$ cat config.mk
export PLATFORM = sky130hd
export DESIGN_NAME = shift_cnt_gen_flat
export DESIGN_NICKNAME = d
export VERILOG_FILES = /design/src/rtl/shift_cnt_pkg.sv /design/src/rtl/shift_cnt_gen_if.sv /design/src/rtl/shift_cnt_dec.sv /design/src/rtl/shift_cnt_gen.sv /design/src/flat_wrapper.sv
export SDC_FILE = /design/constraint.sdc
export NUM_CORES = 1
export LEC_CHECK = 0
export CORE_MARGIN = 5
export CORE_UTILIZATION = 42
export DETAILED_ROUTE_END_ITERATION = 16
export DONT_BUFFER_PORTS = 1
export GPL_ROUTABILITY_DRIVEN = 0
export SETUP_SLACK_MARGIN = 0.15
export SYNTH_ARGS = -nofsm -noshare
export SYNTH_HDL_FRONTEND = slang
export SYNTH_SLANG_ARGS = --single-unit
$ cat constraint.sdc
create_clock -name clk -period 2.3 [get_ports clk]
set_clock_uncertainty 0.15 [all_clocks]
set_input_delay 0 -clock clk [delete_from_list [all_inputs] [get_ports clk]]
set_output_delay 0 -clock clk [all_outputs]
set_load 0.005 [all_outputs]
$ cat src/rtl/shift_cnt_pkg.sv
// Shared constants and helpers for the shift-register counter generator.
//   MODE_JOHNSON / MODE_RING : values of the MODE parameter
//   idx_w(width)             : width of the state index, clog2(2*width)
//   reset_state(mode)        : reset pattern (LSB-aligned, caller truncates)
package shift_cnt_pkg;

    localparam int MODE_JOHNSON = 0;
    localparam int MODE_RING    = 1;

    function automatic int idx_w(input int width);
        return $clog2(2 * width);
    endfunction

    // Johnson counters start from all zeros, ring counters from a single
    // hot bit in position 0.
    function automatic logic [31:0] reset_state(input int mode);
        return (mode == MODE_RING) ? 32'd1 : 32'd0;
    endfunction

endpackage

$ cat src/rtl/shift_cnt_gen_if.sv
// Control/status bundle of shift_cnt_gen.
//   master : drives en, dir, clr, load, load_val; observes q, idx, wrap, err
//   slave  : the counter itself
interface shift_cnt_gen_if
    import shift_cnt_pkg::*;
#(
    parameter int WIDTH = 4
);
    localparam int IDX_W = idx_w(WIDTH);

    logic             en;
    logic             dir;
    logic             clr;
    logic             load;
    logic [WIDTH-1:0] load_val;
    logic [WIDTH-1:0] q;
    logic [IDX_W-1:0] idx;
    logic             wrap;
    logic             err;

    modport master (
        output en, dir, clr, load, load_val,
        input  q, idx, wrap, err
    );

    modport slave (
        input  en, dir, clr, load, load_val,
        output q, idx, wrap, err
    );

endinterface

$ cat src/rtl/shift_cnt_dec.sv
// Combinational legality check and state-index decode for one counter
// pattern.
//   val   : pattern to examine
//   legal : Johnson - at most one adjacent-bit transition; ring - one-hot
//   idx   : position of the pattern in the counting sequence
module shift_cnt_dec
    import shift_cnt_pkg::*;
#(
    parameter int WIDTH = 4,
    parameter int MODE  = MODE_JOHNSON,
    localparam int IDX_W = idx_w(WIDTH)
) (
    input  logic [WIDTH-1:0] val,
    output logic             legal,
    output logic [IDX_W-1:0] idx
);

    int trans;
    int pc;
    int pos;

    always_comb begin
        trans = 0;
        pc    = 0;
        pos   = 0;
        for (int i = 0; i < WIDTH - 1; i++) begin
            if (val[i] != val[i+1]) trans = trans + 1;
        end
        for (int i = 0; i < WIDTH; i++) begin
            if (val[i]) pc = pc + 1;
        end
        // Lowest set bit; only meaningful when the ring pattern is one-hot.
        for (int i = WIDTH - 1; i >= 0; i--) begin
            if (val[i]) pos = i;
        end

        if (MODE == MODE_RING) begin
            legal = (pc == 1);
            idx   = IDX_W'(pos);
        end else begin
            legal = (trans <= 1);
            // Filling phase counts ones up; draining phase (MSB set) counts
            // the remaining ones back down from 2*WIDTH.
            idx   = val[WIDTH-1] ? IDX_W'(2 * WIDTH - pc) : IDX_W'(pc);
        end
    end

endmodule

$ cat src/rtl/shift_cnt_gen.sv
// Johnson / ring shift-register counter with load, clear, direction control,
// wrap pulse and sticky error flag.
//   clk   : rising-edge clock
//   n_rst : asynchronous active-low reset
//   bus   : slave side of shift_cnt_gen_if (en, dir, clr, load, load_val in;
//           q, idx, wrap, err out)
// Per-cycle priority: clr > load > illegal-state correction > step > hold.
module shift_cnt_gen
    import shift_cnt_pkg::*;
#(
    parameter int WIDTH        = 4,
    parameter int MODE         = MODE_JOHNSON,
    parameter int SELF_CORRECT = 1
) (
    input  logic            clk,
    input  logic            n_rst,
    shift_cnt_gen_if.slave  bus
);

    localparam int               IDX_W    = idx_w(WIDTH);
    localparam int               N_STATES = (MODE == MODE_RING) ? WIDTH : 2 * WIDTH;
    localparam logic [IDX_W-1:0] IDX_LAST = IDX_W'(N_STATES - 1);
    localparam logic [WIDTH-1:0] Q_RST    = WIDTH'(reset_state(MODE));

    logic [WIDTH-1:0] q_r;
    logic [WIDTH-1:0] q_nxt;
    logic [WIDTH-1:0] q_step;
    logic             wrap_r;
    logic             wrap_nxt;
    logic             err_r;
    logic             err_nxt;
    logic             q_legal;
    logic [IDX_W-1:0] q_idx;
    logic             ld_legal;
    logic [IDX_W-1:0] ld_idx_unused;

    shift_cnt_dec #(.WIDTH(WIDTH), .MODE(MODE)) u_dec_q (
        .val   (q_r),
        .legal (q_legal),
        .idx   (q_idx)
    );

    shift_cnt_dec #(.WIDTH(WIDTH), .MODE(MODE)) u_dec_ld (
        .val   (bus.load_val),
        .legal (ld_legal),
        .idx   (ld_idx_unused)
    );

    always_comb begin
        q_step = q_r;
        if (MODE == MODE_RING) begin
            q_step = bus.dir ? {q_r[0], q_r[WIDTH-1:1]}
                             : {q_r[WIDTH-2:0], q_r[WIDTH-1]};
        end else begin
            q_step = bus.dir ? {~q_r[0], q_r[WIDTH-1:1]}
                             : {q_r[WIDTH-2:0], ~q_r[WIDTH-1]};
        end
    end

    always_comb begin
        q_nxt    = q_r;
        wrap_nxt = 1'b0;
        // An illegal current pattern is flagged whatever else happens,
        // unless clr wipes the flag this cycle.
        err_nxt  = err_r | ~q_legal;

        if (bus.clr) begin
            q_nxt   = Q_RST;
            err_nxt = 1'b0;
        end else if (bus.load) begin
            if (ld_legal) q_nxt = bus.load_val;
            else          err_nxt = 1'b1;
        end else if (!q_legal && (SELF_CORRECT != 0)) begin
            q_nxt = Q_RST;
        end else if (bus.en) begin
            q_nxt = q_step;
            // Wrap is judged on the index before the step; an illegal
            // pattern left to run has no meaningful wrap point.
            if (q_legal) begin
                wrap_nxt = bus.dir ? (q_idx == '0) : (q_idx == IDX_LAST);
            end
        end
    end

    always_ff @(posedge clk or negedge n_rst) begin
        if (!n_rst) begin
            q_r    <= Q_RST;
            wrap_r <= 1'b0;
            err_r  <= 1'b0;
        end else begin
            q_r    <= q_nxt;
            wrap_r <= wrap_nxt;
            err_r  <= err_nxt;
        end
    end

    // idx is a pure decode of the q register, so it tracks q exactly.
    assign bus.q    = q_r;
    assign bus.idx  = q_idx;
    assign bus.wrap = wrap_r;
    assign bus.err  = err_r;

endmodule

$ cat src/flat_wrapper.sv
// flat-port wrapper written by rule: the top's interface ports become plain ports
module shift_cnt_gen_flat import shift_cnt_pkg::*;
#(
    parameter int WIDTH        = 4,
    parameter int MODE         = MODE_JOHNSON,
    parameter int SELF_CORRECT = 1
)
  (clk, n_rst, bus_en, bus_dir, bus_clr, bus_load, bus_load_val, bus_q, bus_idx, bus_wrap, bus_err);
  shift_cnt_gen_if #(.WIDTH(WIDTH)) bus_i ();
  input  logic clk;
  input  logic n_rst;
  input wire logic [$bits(bus_i.en)-1:0] bus_en;
  input wire logic [$bits(bus_i.dir)-1:0] bus_dir;
  input wire logic [$bits(bus_i.clr)-1:0] bus_clr;
  input wire logic [$bits(bus_i.load)-1:0] bus_load;
  input wire logic [$bits(bus_i.load_val)-1:0] bus_load_val;
  output wire logic [$bits(bus_i.q)-1:0] bus_q;
  output wire logic [$bits(bus_i.idx)-1:0] bus_idx;
  output wire logic [$bits(bus_i.wrap)-1:0] bus_wrap;
  output wire logic [$bits(bus_i.err)-1:0] bus_err;
  assign bus_i.en = bus_en;
  assign bus_i.dir = bus_dir;
  assign bus_i.clr = bus_clr;
  assign bus_i.load = bus_load;
  assign bus_i.load_val = bus_load_val;
  assign bus_q = bus_i.q;
  assign bus_idx = bus_i.idx;
  assign bus_wrap = bus_i.wrap;
  assign bus_err = bus_i.err;
  shift_cnt_gen #(.WIDTH(WIDTH), .MODE(MODE), .SELF_CORRECT(SELF_CORRECT)) u_core (.clk(clk), .n_rst(n_rst), .bus(bus_i));
endmodule
==> metrics.csv, run 1 <==
stage,metric,value,unit
outcome,status,finished clean,
global_routing,initial antenna violation count,0,
clock_tree,CTS Sinks,6,
clock_tree,clock tree buffer depth,2,
clock_tree,TritonCTS Buffers,3,
pwr,NetSw,221.3,uW
timing,f_max,457.5,MHz
logic_synthesis,cell taking the most area after synthesis,dfrtp_1,
place,DP HPWL,1112,um
logic_synthesis,library cells used by synthesis,31,
route,vias per cell,5.500,
logic_synthesis,Synth top area share,23.03,%
pwr,VDD IR max,0.0002427,V
clock_tree,root buf cell,clkbuf_4,
cells_and_area,P&R area growth vs syn,34.74,%
floorplanning,core footprint,1489,um^2
setup_path,critical path class,register to register,
logic_synthesis,cell area after synthesis,651.9,um^2
floorplanning,chip height,49.40,um
pwr,Design Power,572.1,uW
timing,Worst-Margin Slew,0.3820,ns
global_routing,grt ovf,0,
setup_path,"Arr. time, crit path",2.16,ns
clock_tree,clk_lat worst skew,0.25,ns
global_routing,vias in the first global route,589,
setup_path,Critical Path End Type,register,
route,first-pass iteration count of the detailed router,4,
pwr,internal power,350.8,uW
pwr,Pwr Density,651.3,nW/um^2
flow_run,Max Cap Viol,0,
timing,setup_tns,0,ns
setup_path,CP required,2.27,ns
logic_synthesis,Synth Register Bits,6,
timing,Slew Limit Headroom,74.53,%
logic_synthesis,synth top area cells,"dfrtp_1, ha_1, xor2_1, inv_1, mux2_4",
floorplanning,IO Pins,19,
pwr,static leakage,0.3958,nW
cells_and_area,Inserted Diodes,0,
worst_hold_path,worst hold start,bus_load_val[3],
timing,min Tclk post-route,2.186,ns
logic_synthesis,Mapped Nets,84,
setup_path,CP startpoint,u_core.bus.q[1]$_DFFE_PN0P_,
logic_synthesis,fraction of registers with async set or reset after synthesis,100.0,%
global_routing,All-Layer GR Usage,14.29,%
timing,worst setup margin,0.1140,ns
route,Routed WL per cell,14.68,um
clock_tree,"CTS clk-pin slew, worst paths",0.05,ns
pwr,sw frac,38.69,%
logic_synthesis,Post-Synthesis Cells,69,
setup_path,Reg2Reg Launch Point,u_core.bus.q[1]$_DFFE_PN0P_,
setup_path,"Slowest-stage cell, CP",dfrtp_2,
clock_tree,CTS tree,built,
logic_synthesis,"Seq/Total Area, Yosys",23.03,%
pwr,Clk pwr share,18.7,%
place,Placed Area,715.7,um^2
timing,tightest hold margin,0.02932,ns
logic_synthesis,Mean Syn Cell Area,9.447,um^2
setup_path,worst-path maximum fanout,5,
worst_hold_path,HP Class,primary input to register,
route,drc violations,0,
timing,RSZ-0062 raised after global routing,true,
cells_and_area,most frequent cells in the layout,"dlygate4sd3_1, buf_4, inv_1",
global_routing,largest net degree at the start of global routing,14,
timing,final setup vio count,0,
floorplanning,DIE AREA,2440,um^2
setup_path,delay of the slowest critical-path stage,0.43,ns
clock_tree,H-tree Lvls,1,
cells_and_area,fraction of layout cells with a size suffix above 1,31.11,%
place,input/output buffers,0,
cells_and_area,post-route cell area,878.3,um^2
cells_and_area,nets,106,
global_routing,first-pass GRT wire length,2622,um
route,via count,583,
logic_synthesis,Synth Warn #,0,
place,Placement Setup Slack,0.06599,ns
setup_path,CP Launch Type,register,
route,ANT nets after route,0,
logic_synthesis,number of flops mapped to enable cells by yosys,0,
setup_path,worst-path cell chain,"inv_2, ha_4, ha_4, o21ai_1, a31oi_1, o211ai_2, a32o_1, mux2_4",
setup_path,Most common cell on crit path,ha_4,
pwr,Reg power frac,24.9,%
timing,Final period util,95.04,%
floorplanning,Row Count,14,
pwr,Logic pwr share,56.4,%
route,drt total wl,1556,um
timing,Slew Limit Fails,0,
floorplanning,initial core utilization,43.78,%
logic_synthesis,top_reg_cell synth,dfrtp_1,
route,initial DRC count,6,
floorplanning,die width,49.40,um
timing,Fin. Hold Viols,0,
[power groups by stage]
stage | Sequential (mW) | Clock (mW) | Combinational, mW
floorplan | 0.139 | 0 | 0.226
global placement | 0.144 | 0 | 0.268
detailed placement | 0.145 | 0 | 0.276
CTS | 0.142 | 0.113 | 0.313
global route | 0.145 | 0.119 | 0.355
finish | 0.142 | 0.107 | 0.323
[critical path, delay by kind of cell, from the launching register on]
kind                     cells  cell delay (ns)
adder cells (fa/ha/maj)      2             0.46
flip-flops                   1             0.43
AO/OA/AOI/OAI                4             0.67
multiplexers                 1             0.26
buffers and inverters        1             0.08
[sequential cells by signal (all words and copies together) (netlist names)]
register and cells:
u_core.bus.wrap 1, u_core.bus.err 1, u_core.bus.q 4
[per-stage QoR]
stage	cells	util, %
after floorplan	69	-
after detailed placement	88	48.07
final	106	58.99
after global placement	88	48.07
after global routing	106	58.99
after CTS	106	58.57
[logic make-up after synthesis]
group,after synthesis,synth area share (%)
compound gates,17,23.61
fa+ha+maj,5,9.597
xor+xnor,8,11.90
mux,4,7.678
buf+inv,11,8.828
simple gates,18,15.36
flops,6,23.03
[cell usage after synthesis, drive strengths merged (2+ instances only)]
cell type and count:
inv 8, dfrtp 6, ha 5, o21ai 5
xor2 5, a21oi 3, a31oi 3, buf 3
nand2 3, nor2 3, xnor2 3, a32o 2
a32oi 2, mux2 2, mux2i 2, nand3 2
nor2b 2, nor3 2
[final timing paths]
path | end | slack, ns | depth (start not counted)
hold / removal | u_core.bus.err$_DFF_PN0_ | 0.03 | 4
setup reg to reg | u_core.bus.q[3]$_DFFE_PN0P_ | 0.11 | 8
setup / recovery | u_core.bus.q[3]$_DFFE_PN0P_ | 0.11 | 8
min in group asynchronous | u_core.bus.wrap$_DFF_PN0_ | 0.45 | 2
max in group asynchronous | u_core.bus.q[1]$_DFFE_PN0P_ | 1.31 | 2
hold reg to reg | u_core.bus.err$_DFF_PN0_ | 0.41 | 2
[cell type report]
type                    count  area [um^2]
repair buffers             20        175.2
flip-flops and latches      6        151.4
clock buffers               4        26.28
well taps                  16        20.02
multi-input cells          52        475.5
fillers                   135        610.6
inverters                   8        30.03
[layer usage]
| layer | routed length (um) | track usage (%) |
|---|---|---|
| met1 | 662 | 15.43 |
| met2 | 793 | 23.61 |
| met3 | 99 | 5.505 |
| met4 | 0 | 7.860 |
| met5 | 0 | 0 |
[repair_timing]
action	in CTS	in global routing
gates resized for setup	0	1
setup buffers	4	0
pin swaps	2	0
endpoints found under the hold margin	12	0
hold buffers	10	0
endpoints found under the setup margin	5	5
(Power assumes the default switching activity.)
==> inputs of run 2 (changes only) <==
--- a/config.mk
+++ b/config.mk
@@ -5,11 +5,12 @@
 export SDC_FILE = /design/constraint.sdc
 export NUM_CORES = 1
 export LEC_CHECK = 0
-export CORE_MARGIN = 5
-export CORE_UTILIZATION = 42
+export CORE_AREA = 5 5 42 44
 export DETAILED_ROUTE_END_ITERATION = 16
+export DIE_AREA = 0 0 47 49
 export DONT_BUFFER_PORTS = 1
 export GPL_ROUTABILITY_DRIVEN = 0
+export PLACE_DENSITY = 0.66
 export SETUP_SLACK_MARGIN = 0.15
 export SYNTH_ARGS = -nofsm -noshare
 export SYNTH_HDL_FRONTEND = slang
==> run 2 against run 1 <==
Combinational power about the same. Via count grew 0.69%. Wire length is 1.5% higher. Sequential share of layout area is 0.27 points lower. Final area up 1.6%. Critical path depth unchanged. Global-route usage increased by 1.6 points. Sequential power about the same. Register-to-register slack is essentially flat. Core utilization is 4.7 points higher. Hold slack worse by 0.026 ns. Highest routed layer is now met4.
==> metrics.csv, run 2 (same netlist as run 1, synthesis figures left out) <==
stage,metric,value,unit,change
pwr,VDD IR max,0.0003130,V,+29%
clock_tree,CTS tree,built,,
global_routing,vias in the first global route,571,,-3.1%
clock_tree,H-tree Lvls,1,,unchanged
timing,Final period util,94.76,%,-0.28 points
flow_run,Max Cap Viol,0,,unchanged
floorplanning,initial core utilization,46.52,%,+2.7 points
timing,RSZ-0062 raised after global routing,true,,
timing,Fin. Hold Viols,0,,unchanged
cells_and_area,post-route cell area,892.1,um^2,+1.6%
clock_tree,root buf cell,clkbuf_4,,
floorplanning,IO Pins,19,,unchanged
setup_path,"Arr. time, crit path",2.15,ns,about the same
worst_hold_path,HP Class,primary input to register,,
timing,setup_tns,0,ns,unchanged
global_routing,largest net degree at the start of global routing,14,,unchanged
route,initial DRC count,3,,-3
setup_path,CP required,2.27,ns,about the same
timing,worst setup margin,0.1205,ns,+0.006495 ns
route,Routed WL per cell,14.91,um,+1.5%
floorplanning,Row Count,14,,unchanged
cells_and_area,Inserted Diodes,0,,unchanged
clock_tree,"CTS clk-pin slew, worst paths",0.05,ns,about the same
route,vias per cell,5.538,,+0.69%
clock_tree,TritonCTS Buffers,3,,unchanged
place,Placed Area,715.7,um^2,unchanged
route,via count,587,,+0.69%
setup_path,Critical Path End Type,register,,
cells_and_area,Largest register FFs,4,,unchanged
place,DP HPWL,1073,um,-3.5%
cells_and_area,multi-input logic area,489.2,um^2,+2.9%
cells_and_area,# fillers,119,,-12%
cells_and_area,"non-filler cells, final",106,,unchanged
timing,Slew Limit Headroom,71.63,%,-2.9 points
timing,f_max,458.8,MHz,+0.30%
route,first-pass iteration count of the detailed router,4,,unchanged
clock_tree,clock tree buffer depth,2,,unchanged
global_routing,first-pass GRT wire length,2559,um,-2.4%
place,placed insts,88,,unchanged
floorplanning,die width,47,um,-4.8%
route,drc violations,0,,unchanged
timing,tightest hold margin,0.003824,ns,-0.02550 ns
cells_and_area,Reg area,151.4,um^2,unchanged
cells_and_area,Util after Layout,63.66,%,+4.7 points
place,input/output buffers,0,,unchanged
pwr,static leakage,0.3965,nW,+0.18%
cells_and_area,nets,106,,unchanged
timing,Worst-Margin Slew,0.4255,ns,+0.04349 ns
timing,Slew Limit Fails,0,,unchanged
outcome,status,finished clean,,
clock_tree,CTS Sinks,6,,unchanged
global_routing,initial antenna violation count,0,,unchanged
floorplanning,DIE AREA,2303,um^2,-5.6%
floorplanning,core footprint,1401,um^2,-5.9%
global_routing,grt ovf,0,,unchanged
cells_and_area,P&R area growth vs syn,36.85,%,
setup_path,worst-path maximum fanout,5,,unchanged
pwr,Pwr Density,642.9,nW/um^2,-1.3%
route,ANT nets after route,0,,unchanged
setup_path,CP Launch Type,register,,
place,Placement Setup Slack,0.05865,ns,-0.007344 ns
route,drt total wl,1580,um,+1.5%
timing,final setup vio count,0,,unchanged
cells_and_area,fraction of layout cells with a size suffix above 1,33.33,%,+2.2 points
timing,min Tclk post-route,2.179,ns,-0.006495 ns
pwr,Design Power,573.5,uW,+0.25%
floorplanning,chip height,49,um,-0.80%
setup_path,critical path class,register to register,,
cells_and_area,most frequent cells in the layout,"dlygate4sd3_1, buf_4, inv_1",,
clock_tree,clk_lat worst skew,0.25,ns,about the same
global_routing,All-Layer GR Usage,15.85,%,+1.6 points
-- run 2: cell types whose count changed in the layout (fill, tap and decap cells not counted) --
| cell | delta |
|---|---|
| nor4_1 | +1 |
| nand3_1 | -1 |
| o21ai_2 | +1 |
| a21oi_1 | -1 |
| nor4_2 | -1 |
| o21ai_1 | -1 |
| a21oi_2 | +1 |
| nand3_4 | +1 |
-- run 2: metal layers --
| layer | up-vias | global-route usage, % | wire length (um) |
|---|---|---|---|
| met2 | 17 | 24.43 | 823 |
| li1 | 288 | - | - |
| met3 | 2 | 5.535 | 99 |
| met1 | 280 | 17.19 | 635 |
| met4 | 0 | 11.06 | 21 |
| met5 | - | 0 | 0 |
-- run 2: path summary, 6_finish.rpt --
| path | startpoint | to | slack [ns] | cells after the start |
|---|---|---|---|---|
| max | u_core.bus.q[1]$_DFFE_PN0P_ | u_core.bus.q[2]$_DFFE_PN0P_ | 0.12 | 8 |
| min | bus_dir | u_core.bus.q[1]$_DFFE_PN0P_ | 0.004 | 3 |
| max reg2reg | u_core.bus.q[1]$_DFFE_PN0P_ | u_core.bus.q[2]$_DFFE_PN0P_ | 0.12 | 8 |
| min reg2reg | u_core.bus.err$_DFF_PN0_ | u_core.bus.err$_DFF_PN0_ | 0.41 | 2 |
| max in group asynchronous | n_rst | u_core.bus.q[1]$_DFFE_PN0P_ | 1.33 | 2 |
| min in group asynchronous | n_rst | u_core.bus.wrap$_DFF_PN0_ | 0.44 | 2 |
-- run 2: power breakdown --
group / leakage (nW) / switching [mW] / internal [mW] / total (mW)
sequential: 0.0779 / 0.0232 / 0.121 / 0.145
combinational: 0.304 / 0.158 / 0.165 / 0.322
clock: 0.0150 / 0.0407 / 0.0659 / 0.107
total: 0.396 / 0.222 / 0.352 / 0.574
-- run 2: timing repair --
action                     in CTS  in global routing
setup endpoints to repair       5                  5
setup buffers                   4                  0
hold buffers                   10                  0
hold endpoints to repair       12                  0
gates resized for setup         1                  3
pin swaps                       3                  2
-- run 2: worst max-delay path, cell delays in order, from the launching register on --
cell and delay (ns):
dfrtp_2 0.43, inv_2 0.08, ha_4 0.20, ha_4 0.26
o21ai_2 0.05, a31oi_1 0.18, o211ai_2 0.18, a32o_1 0.26
mux2_4 0.26
-- run 2: area by class of cell --
type	count	share of cell area [%]
inverters	8	3.366
flip-flops and latches	6	16.97
repair buffers	20	19.64
well taps	16	2.244
clock buffers	4	2.945
multi-input cells	52	54.84
